### src/rtl/la_pkg.sv
// Shared definitions for the logic-analyzer capture sequencer: state encoding,
// status byte layout and the default buffer depth.
package la_pkg;

   localparam int LA_DEPTH_DEF = 16;

   typedef enum logic [2:0] {
      LA_IDLE      = 3'd0,
      LA_PRETRIG   = 3'd1,
      LA_WAIT_TRIG = 3'd2,
      LA_POSTTRIG  = 3'd3,
      LA_DONE      = 3'd4
   } la_state_t;

   // Status byte: {3'b0, state[2:0], done, triggered}
   localparam int LA_ST_TRIG     = 0;
   localparam int LA_ST_DONE     = 1;
   localparam int LA_ST_STATE_LO = 2;
   localparam int LA_ST_STATE_HI = 4;

   function automatic logic [7:0] la_status(input la_state_t st, input logic dn,
                                             input logic trg);
      logic [7:0] s;
      s = 8'h00;
      s[LA_ST_STATE_HI:LA_ST_STATE_LO] = st;
      s[LA_ST_DONE] = dn;
      s[LA_ST_TRIG] = trg;
      return s;
   endfunction

endpackage

### src/rtl/la_capture_ctrl_if.sv
// Readout port of the capture sequencer; the host side is the master.
// rd_req is a request, not a valid/ready pair: each cycle rd_req is high while the
// window is readable, exactly one sample comes back the next cycle with rd_valid=1.
interface la_capture_ctrl_if #(parameter int DW = 4) ();
   logic          rd_req;
   logic          rd_valid;
   logic [DW-1:0] rd_data;
   logic          rd_last;

   modport master (output rd_req, input rd_valid, rd_data, rd_last);
   modport slave  (input rd_req, output rd_valid, rd_data, rd_last);
endinterface

### src/rtl/la_sample_ram.sv
// Circular sample buffer: one synchronous write port, one registered read port
// (1-cycle latency, read data register resets to 0).
module la_sample_ram #(
   parameter int DEPTH = 16,
   parameter int AW    = 4,
   parameter int DW    = 4
) (
   input  logic          clk,
   input  logic          rst_n,
   input  logic          i_we,
   input  logic [AW-1:0] i_waddr,
   input  logic [DW-1:0] i_wdata,
   input  logic          i_re,
   input  logic [AW-1:0] i_raddr,
   output logic [DW-1:0] o_rdata
);

   logic [DW-1:0] r_mem [DEPTH];

   always_ff @(posedge clk) begin
      if (i_we) r_mem[i_waddr] <= i_wdata;
   end

   always_ff @(posedge clk or negedge rst_n) begin
      if (!rst_n)    o_rdata <= '0;
      else if (i_re) o_rdata <= r_mem[i_raddr];
   end

endmodule

### src/rtl/la_capture_ctrl.sv
// Capture sequencer: pre/post-trigger recording into a circular buffer and window readout.
// Optional edge trigger enabled by defining LA_EDGE_TRIG_EN (adds the trig_edge input).
module la_capture_ctrl
   import la_pkg::*;
#(
   parameter int DEPTH = LA_DEPTH_DEF,
   parameter int AW    = 4,
   parameter int DW    = 4
) (
   input  logic             clk,
   input  logic             rst_n,
   input  logic             start,
   input  logic             abort,
   input  logic             sample_en,
   input  logic [DW-1:0]    in_data,
   input  logic [DW-1:0]    trig_mask,
   input  logic [DW-1:0]    trig_value,
   input  logic [AW-1:0]    pre_count,
`ifdef LA_EDGE_TRIG_EN
   input  logic             trig_edge,
`endif
   la_capture_ctrl_if.slave rd,
   output logic             busy,
   output logic             done,
   output logic [7:0]       status
);

   localparam logic [AW-1:0] LP_LAST  = AW'(DEPTH - 1);
   localparam logic [AW:0]   LP_DEPTH = (AW+1)'(DEPTH);

   la_state_t     r_state;
   logic [DW-1:0] r_mask, r_value;
   logic [AW-1:0] r_pre, r_wr_ptr, r_cnt, r_rd_ptr;
   logic [AW:0]   r_rd_cnt;
   logic          r_triggered, r_done, r_rd_valid, r_rd_last;

   logic          w_capturing, w_we, w_match, w_pat_match, w_rd_issue;
   logic [AW-1:0] w_post_m1;

   assign w_capturing = (r_state == LA_PRETRIG) || (r_state == LA_WAIT_TRIG) ||
                        (r_state == LA_POSTTRIG);
   assign w_we        = w_capturing && sample_en;
   assign w_pat_match = ((in_data & r_mask) == (r_value & r_mask));
   // Index of the final post-trigger write (DEPTH-1-pre writes after the trigger)
   assign w_post_m1   = LP_LAST - r_pre - AW'(1);
   assign w_rd_issue  = (r_state == LA_DONE) && rd.rd_req && (r_rd_cnt != LP_DEPTH) && !abort;

`ifdef LA_EDGE_TRIG_EN
   logic          r_edge, r_prev_vld;
   logic [DW-1:0] r_prev;
   logic          w_edge_match;
   // No edge can be seen until one sample of this capture has been recorded
   assign w_edge_match = r_prev_vld && (|((in_data ^ r_prev) & r_mask));
   assign w_match      = r_edge ? w_edge_match : w_pat_match;
`else
   assign w_match      = w_pat_match;
`endif

   always_ff @(posedge clk or negedge rst_n) begin
      if (!rst_n) begin
         r_state     <= LA_IDLE;
         r_mask      <= '0;
         r_value     <= '0;
         r_pre       <= '0;
         r_wr_ptr    <= '0;
         r_cnt       <= '0;
         r_rd_ptr    <= '0;
         r_rd_cnt    <= '0;
         r_triggered <= 1'b0;
         r_done      <= 1'b0;
         r_rd_valid  <= 1'b0;
         r_rd_last   <= 1'b0;
`ifdef LA_EDGE_TRIG_EN
         r_edge      <= 1'b0;
         r_prev_vld  <= 1'b0;
         r_prev      <= '0;
`endif
      end else if (abort) begin
         r_state     <= LA_IDLE;
         r_triggered <= 1'b0;
         r_done      <= 1'b0;
         r_rd_valid  <= 1'b0;
         r_rd_last   <= 1'b0;
      end else begin
         r_rd_valid <= w_rd_issue;
         r_rd_last  <= w_rd_issue && (r_rd_cnt == LP_DEPTH - (AW+1)'(1));
         if (w_we) r_wr_ptr <= r_wr_ptr + AW'(1);
`ifdef LA_EDGE_TRIG_EN
         if (w_we) begin
            r_prev     <= in_data;
            r_prev_vld <= 1'b1;
         end
`endif
         case (r_state)
            LA_IDLE: begin
               if (start) begin
                  r_mask      <= trig_mask;
                  r_value     <= trig_value;
                  r_pre       <= pre_count;
                  r_wr_ptr    <= '0;
                  r_cnt       <= '0;
                  r_rd_cnt    <= '0;
                  r_triggered <= 1'b0;
                  r_done      <= 1'b0;
`ifdef LA_EDGE_TRIG_EN
                  r_edge      <= trig_edge;
                  r_prev_vld  <= 1'b0;
`endif
                  r_state     <= (pre_count != '0) ? LA_PRETRIG : LA_WAIT_TRIG;
               end
            end
            LA_PRETRIG: begin
               if (sample_en) begin
                  r_cnt <= r_cnt + AW'(1);
                  if (r_cnt == r_pre - AW'(1)) begin
                     r_cnt   <= '0;
                     r_state <= LA_WAIT_TRIG;
                  end
               end
            end
            LA_WAIT_TRIG: begin
               if (sample_en && w_match) begin
                  // Window starts pre samples before the trigger address, wrapping
                  r_rd_ptr    <= r_wr_ptr - r_pre;
                  r_triggered <= 1'b1;
                  r_cnt       <= '0;
                  if (r_pre == LP_LAST) begin
                     r_state <= LA_DONE;
                     r_done  <= 1'b1;
                  end else begin
                     r_state <= LA_POSTTRIG;
                  end
               end
            end
            LA_POSTTRIG: begin
               if (sample_en) begin
                  r_cnt <= r_cnt + AW'(1);
                  if (r_cnt == w_post_m1) begin
                     r_state <= LA_DONE;
                     r_done  <= 1'b1;
                  end
               end
            end
            LA_DONE: begin
               if (w_rd_issue) begin
                  r_rd_ptr <= r_rd_ptr + AW'(1);
                  r_rd_cnt <= r_rd_cnt + (AW+1)'(1);
               end
               if (r_rd_valid && r_rd_last) begin
                  r_state     <= LA_IDLE;
                  r_done      <= 1'b0;
                  r_triggered <= 1'b0;
               end
            end
            default: r_state <= LA_IDLE;
         endcase
      end
   end

   la_sample_ram #(.DEPTH(DEPTH), .AW(AW), .DW(DW)) u_ram (
      .clk     (clk),
      .rst_n   (rst_n),
      .i_we    (w_we),
      .i_waddr (r_wr_ptr),
      .i_wdata (in_data),
      .i_re    (w_rd_issue),
      .i_raddr (r_rd_ptr),
      .o_rdata (rd.rd_data)
   );

   assign rd.rd_valid = r_rd_valid;
   assign rd.rd_last  = r_rd_last;
   assign busy        = (r_state != LA_IDLE);
   assign done        = r_done;
   assign status      = la_status(r_state, r_done, r_triggered);

endmodule

### src/flat_wrapper.sv
// flat-port wrapper written by rule: the top's interface ports become plain ports
module la_capture_ctrl_flat import la_pkg::*;
#(
   parameter int DEPTH = LA_DEPTH_DEF,
   parameter int AW    = 4,
   parameter int DW    = 4
)
  (clk, rst_n, start, abort, sample_en, in_data, trig_mask, trig_value, pre_count, busy, done, status, rd_rd_req, rd_rd_valid, rd_rd_data, rd_rd_last);
  la_capture_ctrl_if #(.DW(DW)) rd_i ();
  input  logic clk;
  input  logic rst_n;
  input  logic start;
  input  logic abort;
  input  logic sample_en;
  input  logic [DW-1:0] in_data;
  input  logic [DW-1:0] trig_mask;
  input  logic [DW-1:0] trig_value;
  input  logic [AW-1:0] pre_count;
  output logic busy;
  output logic done;
  output logic [7:0] status;
  input wire logic [$bits(rd_i.rd_req)-1:0] rd_rd_req;
  output wire logic [$bits(rd_i.rd_valid)-1:0] rd_rd_valid;
  output wire logic [$bits(rd_i.rd_data)-1:0] rd_rd_data;
  output wire logic [$bits(rd_i.rd_last)-1:0] rd_rd_last;
  assign rd_i.rd_req = rd_rd_req;
  assign rd_rd_valid = rd_i.rd_valid;
  assign rd_rd_data = rd_i.rd_data;
  assign rd_rd_last = rd_i.rd_last;
  la_capture_ctrl #(.DEPTH(DEPTH), .AW(AW), .DW(DW)) u_core (.clk(clk), .rst_n(rst_n), .start(start), .abort(abort), .sample_en(sample_en), .in_data(in_data), .trig_mask(trig_mask), .trig_value(trig_value), .pre_count(pre_count), .rd(rd_i), .busy(busy), .done(done), .status(status));
endmodule
### config.mk
export PLATFORM = sky130hd
export DESIGN_NAME = la_capture_ctrl_flat
export DESIGN_NICKNAME = d
export VERILOG_FILES = /design/src/rtl/la_pkg.sv /design/src/rtl/la_capture_ctrl_if.sv /design/src/rtl/la_sample_ram.sv /design/src/rtl/la_capture_ctrl.sv /design/src/flat_wrapper.sv
export SDC_FILE = /design/constraint.sdc
export NUM_CORES = 1
export LEC_CHECK = 0
export ABC_AREA = 1
export BUFFER_PORTS_ARGS = -buffer_cell sky130_fd_sc_hd__buf_2
export CORE_MARGIN = 3
export CORE_UTILIZATION = 60
export DETAILED_ROUTE_END_ITERATION = 6
export GPL_TIMING_DRIVEN = 0
export PLACE_DENSITY = 0.87
export SETUP_SLACK_MARGIN = 0.15
export SLEW_MARGIN = 20
export SYNTH_ARGS = -nofsm -noshare
export SYNTH_HDL_FRONTEND = slang
export SYNTH_SLANG_ARGS = --single-unit
### constraint.sdc
create_clock -name clk -period 4.58 [get_ports clk]
set_input_delay 0.687 -clock clk [delete_from_list [all_inputs] [get_ports clk]]
set_output_delay 0.687 -clock clk [all_outputs]
set_load 0.005 [all_outputs]
==> results of run 1 <==
-- routing by layer --
layer | up-vias | GRT usage [%] | share of wire (%)
met5 | - | 0 | 0
met4 | 0 | 10.2 | 2.7
met3 | 27 | 3.07 | 8.5
met2 | 215 | 42.7 | 48
met1 | 1882 | 34.7 | 41
li1 | 1916 | - | -
-- layout by cell type, fill, tap and decap left out, types with 2 or more instances in the layout --
master	instances
nor3_1	5
clkbuf_8	9
o22ai_1	3
dfrtp_1	40
buf_4	6
conb_1	3
inv_1	38
nand4_1	6
nand2_2	6
a31oi_1	5
xnor2_1	3
nand3_1	24
inv_6	2
xor2_1	3
bufinv_16	2
nor2_8	2
inv_2	4
nor2_1	90
ha_1	14
clkinv_1	3
o221ai_1	6
o211ai_1	12
clkbuf_1	12
a21oi_1	9
edfxtp_1	64
nand2_1	122
buf_2	33
o21ai_0	55
-- worst max-delay path by stage --
stage	start	endpoint	slack (ns)	cells past startpoint
floorplan	abort	u_core.r_wr_ptr[0]	2.75	10
global placement	sample_en	u_core.u_ram.r_mem[15][3]	2.35	5
finish	u_core.r_rd_ptr[0]	u_core.u_ram.o_rdata[1]	2.49	7
global route	u_core.r_rd_ptr[1]	u_core.u_ram.o_rdata[3]	2.33	8
detailed placement	sample_en	u_core.u_ram.r_mem[15][2]	2.22	5
CTS	u_core.r_rd_ptr[0]	u_core.u_ram.o_rdata[1]	2.55	7
-- report_power, final --
part / internal [µW] / switching, µW / total, µW
Sequential: 1140 / 132 / 1270
Combinational: 476 / 935 / 1410
Clock: 314 / 327 / 641
-- final cells by class --
class                      count  area (µm²)  area share [%]
buffer                        20         116            2.06
clock buffer                   9         124            2.20
inverter                      44         165            2.93
timing repair buffer          33         165            2.93
sequential                   104        2920            51.9
multi-input combinational    377        1910            33.9
clock inverter                 7         100            1.78
tap                          105         131            2.33
-- stage by stage --
stage	util [%]	cells
after CTS	68.3	699
after global routing	68.3	699
after floorplan	-	545
after global placement	65.5	683
final	68.3	699
after detailed placement	65.5	683
-- state kept, by name (all words and copies together) (netlist names) --
signal / flops
u_core.r_state: 3
u_core.r_rd_cnt: 5
u_core.u_ram.o_rdata: 4
u_core.r_wr_ptr: 4
u_core.r_cnt: 4
u_core.r_triggered: 1
u_core.done: 1
u_core.rd.rd_valid: 1
u_core.r_mask: 4
u_core.r_pre: 4
u_core.u_ram.r_mem: 64
u_core.r_value: 4
u_core.r_rd_ptr: 4
u_core.rd.rd_last: 1
-- worst max-delay path: stages, from the launching register on --
cell and delay (ns):
dfrtp_1 0.40, clkbuf_1 0.20, inv_1 0.23, clkbuf_1 0.48
nor2_1 0.09, o211ai_1 0.26, nand3_1 0.16, a31oi_1 0.19
-- cell families after synthesis --
logic type	synth area share [%]
flip-flops	57.2
AO/OA/AOI/OAI	10.6
buffers and inverters	5.51
other	0.0734
XOR/XNOR	1.03
adder cells (fa/ha/maj)	3.82
AND/OR/NAND/NOR	21.7
==> metrics.txt, run 1 <==
Die H=98.3 µm; final net count=~630; Final setup viols=0; Hold WS=0.439 ns; failing checks=design-rule violations; status=finished with violations; IO Count=38; H-Tree Depth=3; Synth Cell Area=5110 µm²; Placement Setup Slack=2.22 ns; grt total ovfl=0; crit path time final=~2.1 ns; Reg2Reg Depth=7; initial antenna violation count=0; vias in the first global route=just under 4000; Worst Slack Setup Final=2.49 ns; Routed WL=~12000 µm; clock sinks=104; Fillers=between 600 and 700; die width=98.3 µm; syn_area_per_cell=9.41 µm²; worst slew pin tran=0.903 ns; Pleak=0.00237 µW; gpl congestion=0.939; FFs w/ async S/R, synth=38.5%; Detail Route Antenna Nets=0; crit share post-route=45.6%; diode count=0; RSZ-0062 raised after global routing=false; Inserted Clock Buffers=9; largest net degree at the start of global routing=41; Die ar.=9660 µm²; Max clock buf depth=2; number of synthesized flops with an enable pin=64; Initial Utilization=61.9%; Unique masters post-synth=35; Area growth syn-to-layout=10.3%; Reg2Reg Capture Point=u_core.u_ram.o_rdata[1]; Max IR drop VDD=0.442 mV; Startpoint Class=flop; Finished Cell Area=5640 µm²; Total Power=around 3300 µW; TritonRoute pass-1 iters=7; P per Cell Area=between 500 and 600 nW/µm²; required time worst endpoint=roughly 5 ns; Hold Buf Count CTS=0; Vias=4040; Synth top area share=37.6%; sequential fraction of the synthesis area=57.2%; worst reg2reg path startpoint=u_core.r_rd_ptr[0]; number of port buffers=33; worst-path fanout max=10; row cnt=33; yosys warns=0; dominant cell type by area after synthesis=edfxtp_1; flop-to-flop setup slack=2.49 ns; Root Buffer=clkbuf_8; Synth Instances=around 540; Maximum Capacitance Violations=0; relative max-transition margin=roughly two fifths; hpwl dp=about 8000 µm; DRC=1; setup TNS=0 ns; worst hold-check path type=in -> async; CTS clk-pin slew, worst paths=about 0.10 ns; routed vias/inst=5.78; synth top area cells=edfxtp_1 38%, dfrtp_1 20%, nand2_1 9.0%; Placement Cell Area=5410 µm²; CTS tree=yes; setup repair bufs after CTS=0; count leader, synth=nand2_1; Total GRT Usage=25.6%; global-route wire length before repair=about 19000 µm; Primary FF master, synth=edfxtp_1; critical path class=reg -> reg; Yosys reg bits=between 100 and 150; core footprint=8260 µm²; clock skew=0.0109 ns; Synth top cells by count=122 x nand2_1, 90 x nor2_1, 64 x edfxtp_1, 55 x o21ai_0, 40 x dfrtp_1; post_cts resized=0; Final Hold Vio Count=0; routed len/inst=16.6 µm; clk_lat worst skew=0.37 ns; CP Capture Type=flop; f_max=479 MHz; fraction of layout cells with a size suffix above 1=12.5%; initial DRC count=420; max-slew violation count=0; WP data arrival=2.37 ns
No activity file was read; power rests on OpenSTA's default activity.
==> run 2: changes to the inputs <==
==> constraint.sdc (replaced) <==
create_clock -name clk -period 2 [get_ports clk]
set_input_delay 0.3 -clock clk [delete_from_list [all_inputs] [get_ports clk]]
set_output_delay 0.3 -clock clk [all_outputs]
set_load 0.005 [all_outputs]
==> run 2 against run 1 <==
  * The run now ends clean
  * Total power rose by 140%
  * Die area did not move
  * Critical path type unchanged
  * Sequential cell count did not move
  * Highest routed layer unchanged
  * Clock-buffer cell count did not move
==> metrics.txt, run 2 (same netlist as run 1, synthesis figures left out) <==
clock sinks=around 100; Area growth syn-to-layout=13.7%; crit path time final=between 1.5 and 2 ns; Final setup viols=0; max reg flops=64; CP Capture Type=flop; combinational group share of total power=44.8%; Total GRT Usage=25.9%; Root Buffer=clkbuf_8; IO Count=38; Max clock buf depth=2; NetSw=3300 µW; commonest non-fill, non-tap cell in the layout=nand2_1; Detail Route Antenna Nets=0; Placement Setup Slack=0.00396 ns; sequential share of power=36.8%; worst reg2reg path startpoint=u_core.r_pre[0]; sw frac=41.8%; P_int=4590 µW; Critical Path Start=u_core.r_pre[0]; number of port buffers=33; DRC=0; initial DRC count=approximately 350; largest net degree at the start of global routing=41; vias in the first global route=4011; worst hold-check path type=in -> async; Routed WL=11900 µm; largest registers=u_core.u_ram.r_mem x64, u_core.r_rd_cnt x5; Die H=98.3 µm; Final Hold Vio Count=0; crit share post-route=88.7%; Clock Power Share=18.4%; core footprint=around 8300 µm²; row cnt=33; Top Usage Layer GRT=met2; f_max=approximately 560 MHz; Pleak=about 0.0024 µW; die width=~100 µm; Max IR drop VDD=1.08 mV; setup TNS=0 ns; critical path class=reg -> reg; RSZ-0062 raised after global routing=true; Initial Utilization=61.9%; commonest non-fill, non-tap cells in the layout=118 x nand2_1, 72 x nor2_1, 64 x edfxtp_1; clock skew=roughly 0.011 ns; fraction of layout cells with a size suffix above 1=21.2%; H-Tree Depth=3; Biggest register=u_core.u_ram.r_mem; Vias=4163; relative max-transition margin=about two fifths; M2 GR Usage=43.2%; Fillers=591; diode count=0; CTS clk-pin slew, worst paths=0.10 ns; WP data arrival=2.01 ns; Hold Buf Count CTS=0; P per Cell Area=about 1400 nW/µm²; Inserted Clock Buffers=9; worst-path fanout max=4; hpwl dp=8030 µm; max-slew violation count=0; grt total ovfl=0; routed len/inst=between 15 and 20 µm; TritonRoute pass-1 iters=5; initial antenna violation count=0; Maximum Capacitance Violations=0; worst slew pin tran=roughly 0.91 ns; Worst Slack Setup Final=0.225 ns; Die ar.=about 9700 µm²; met3 Usage GRT=4.93%; routed vias/inst=5.87; gpl congestion=0.939; clk_lat worst skew=0.37 ns; met1 GRT Util=33.7%; Startpoint Class=flop; status=completed; global-route wire length before repair=19500 µm; CTS tree=yes; final net count=636; required time worst endpoint=2.24 ns
## run 2: cell count changes in the layout (fill, tap and decap cells not counted), sizes merged
cell	previous run	this run
buf	41	52
clkbuf	21	20
## run 2: repair_timing
action | in CTS | in global routing
resized for setup | 19 | 39
setup buffers | 3 | 7
pin swaps | 0 | 8
gates cloned | 0 | 0
endpoints found under the setup margin | 52 | 91
## run 2: metal layers
metal  vias up  wire length [µm]
li1       1940                 -
met1      1964              4770
met2       217              5770
met3        42               936
met4         0               395
met5         -                 0
## run 2: worst paths after layout
check / slack [ns] / to / cells after the start
max in group asynchronous: 1.33 / u_core.r_pre[0] / 1
min reg2reg: 0.49 / u_core.r_mask[3] / 2
max reg2reg: 0.23 / u_core.r_rd_ptr[1] / 6
min in group clk: 0.13 / u_core.r_value[0] / 3
min: 0.06 / u_core.r_state[0] / 1
max: 0.23 / u_core.r_rd_ptr[1] / 6
## run 2: final cells by class
cell class | count | area, µm² | area share [%]
sequential | 104 | 2930 | 50.4
multi-input combinational | 377 | 1980 | 34.2
timing repair buffer | 43 | 240 | 4.13
inverter | 44 | 165 | 2.84
buffer | 20 | 138 | 2.37
tap | 105 | 131 | 2.26
clock buffer | 9 | 124 | 2.13
clock inverter | 7 | 100 | 1.72
## run 2: critical path, cell delays in order, from the launching register on
cell and delay, ns:
dfrtp_2 0.43, buf_4 0.16, ha_1 0.21, fa_2 0.57
nand2_1 0.06, o211ai_1 0.09, o21ai_0 0.12
## run 2: power by group through the flow
| stage | Combinational (µW) | Sequential (µW) | Clock, µW |
|---|---|---|---|
| floorplan | 2260 | 2890 | 0 |
| global placement | 2980 | 2930 | 0 |
| detailed placement | 3140 | 2950 | 0 |
| CTS | 3270 | 2890 | 1460 |
| global route | 3920 | 2950 | 1570 |
| finish | 3530 | 2900 | 1450 |
## run 2: metrics by stage
stage / utilization (%) / instance area, µm² / hold WS, ns / power [µW] / std cells
5_1_grt: 70.4 / 5810 / 0.108 / 8440 / 709
3_3_place_gp: 65.5 / 5410 / 0.455 / 5910 / 683
6_report: 70.4 / 5810 / 0.0556 / 7890 / 709
2_1_floorplan: - / 5120 / 0.00441 / 5140 / 545
3_5_place_dp: 65.5 / 5410 / 0.467 / 6090 / 683
4_1_cts: 69.0 / 5690 / 0.0791 / 7630 / 702
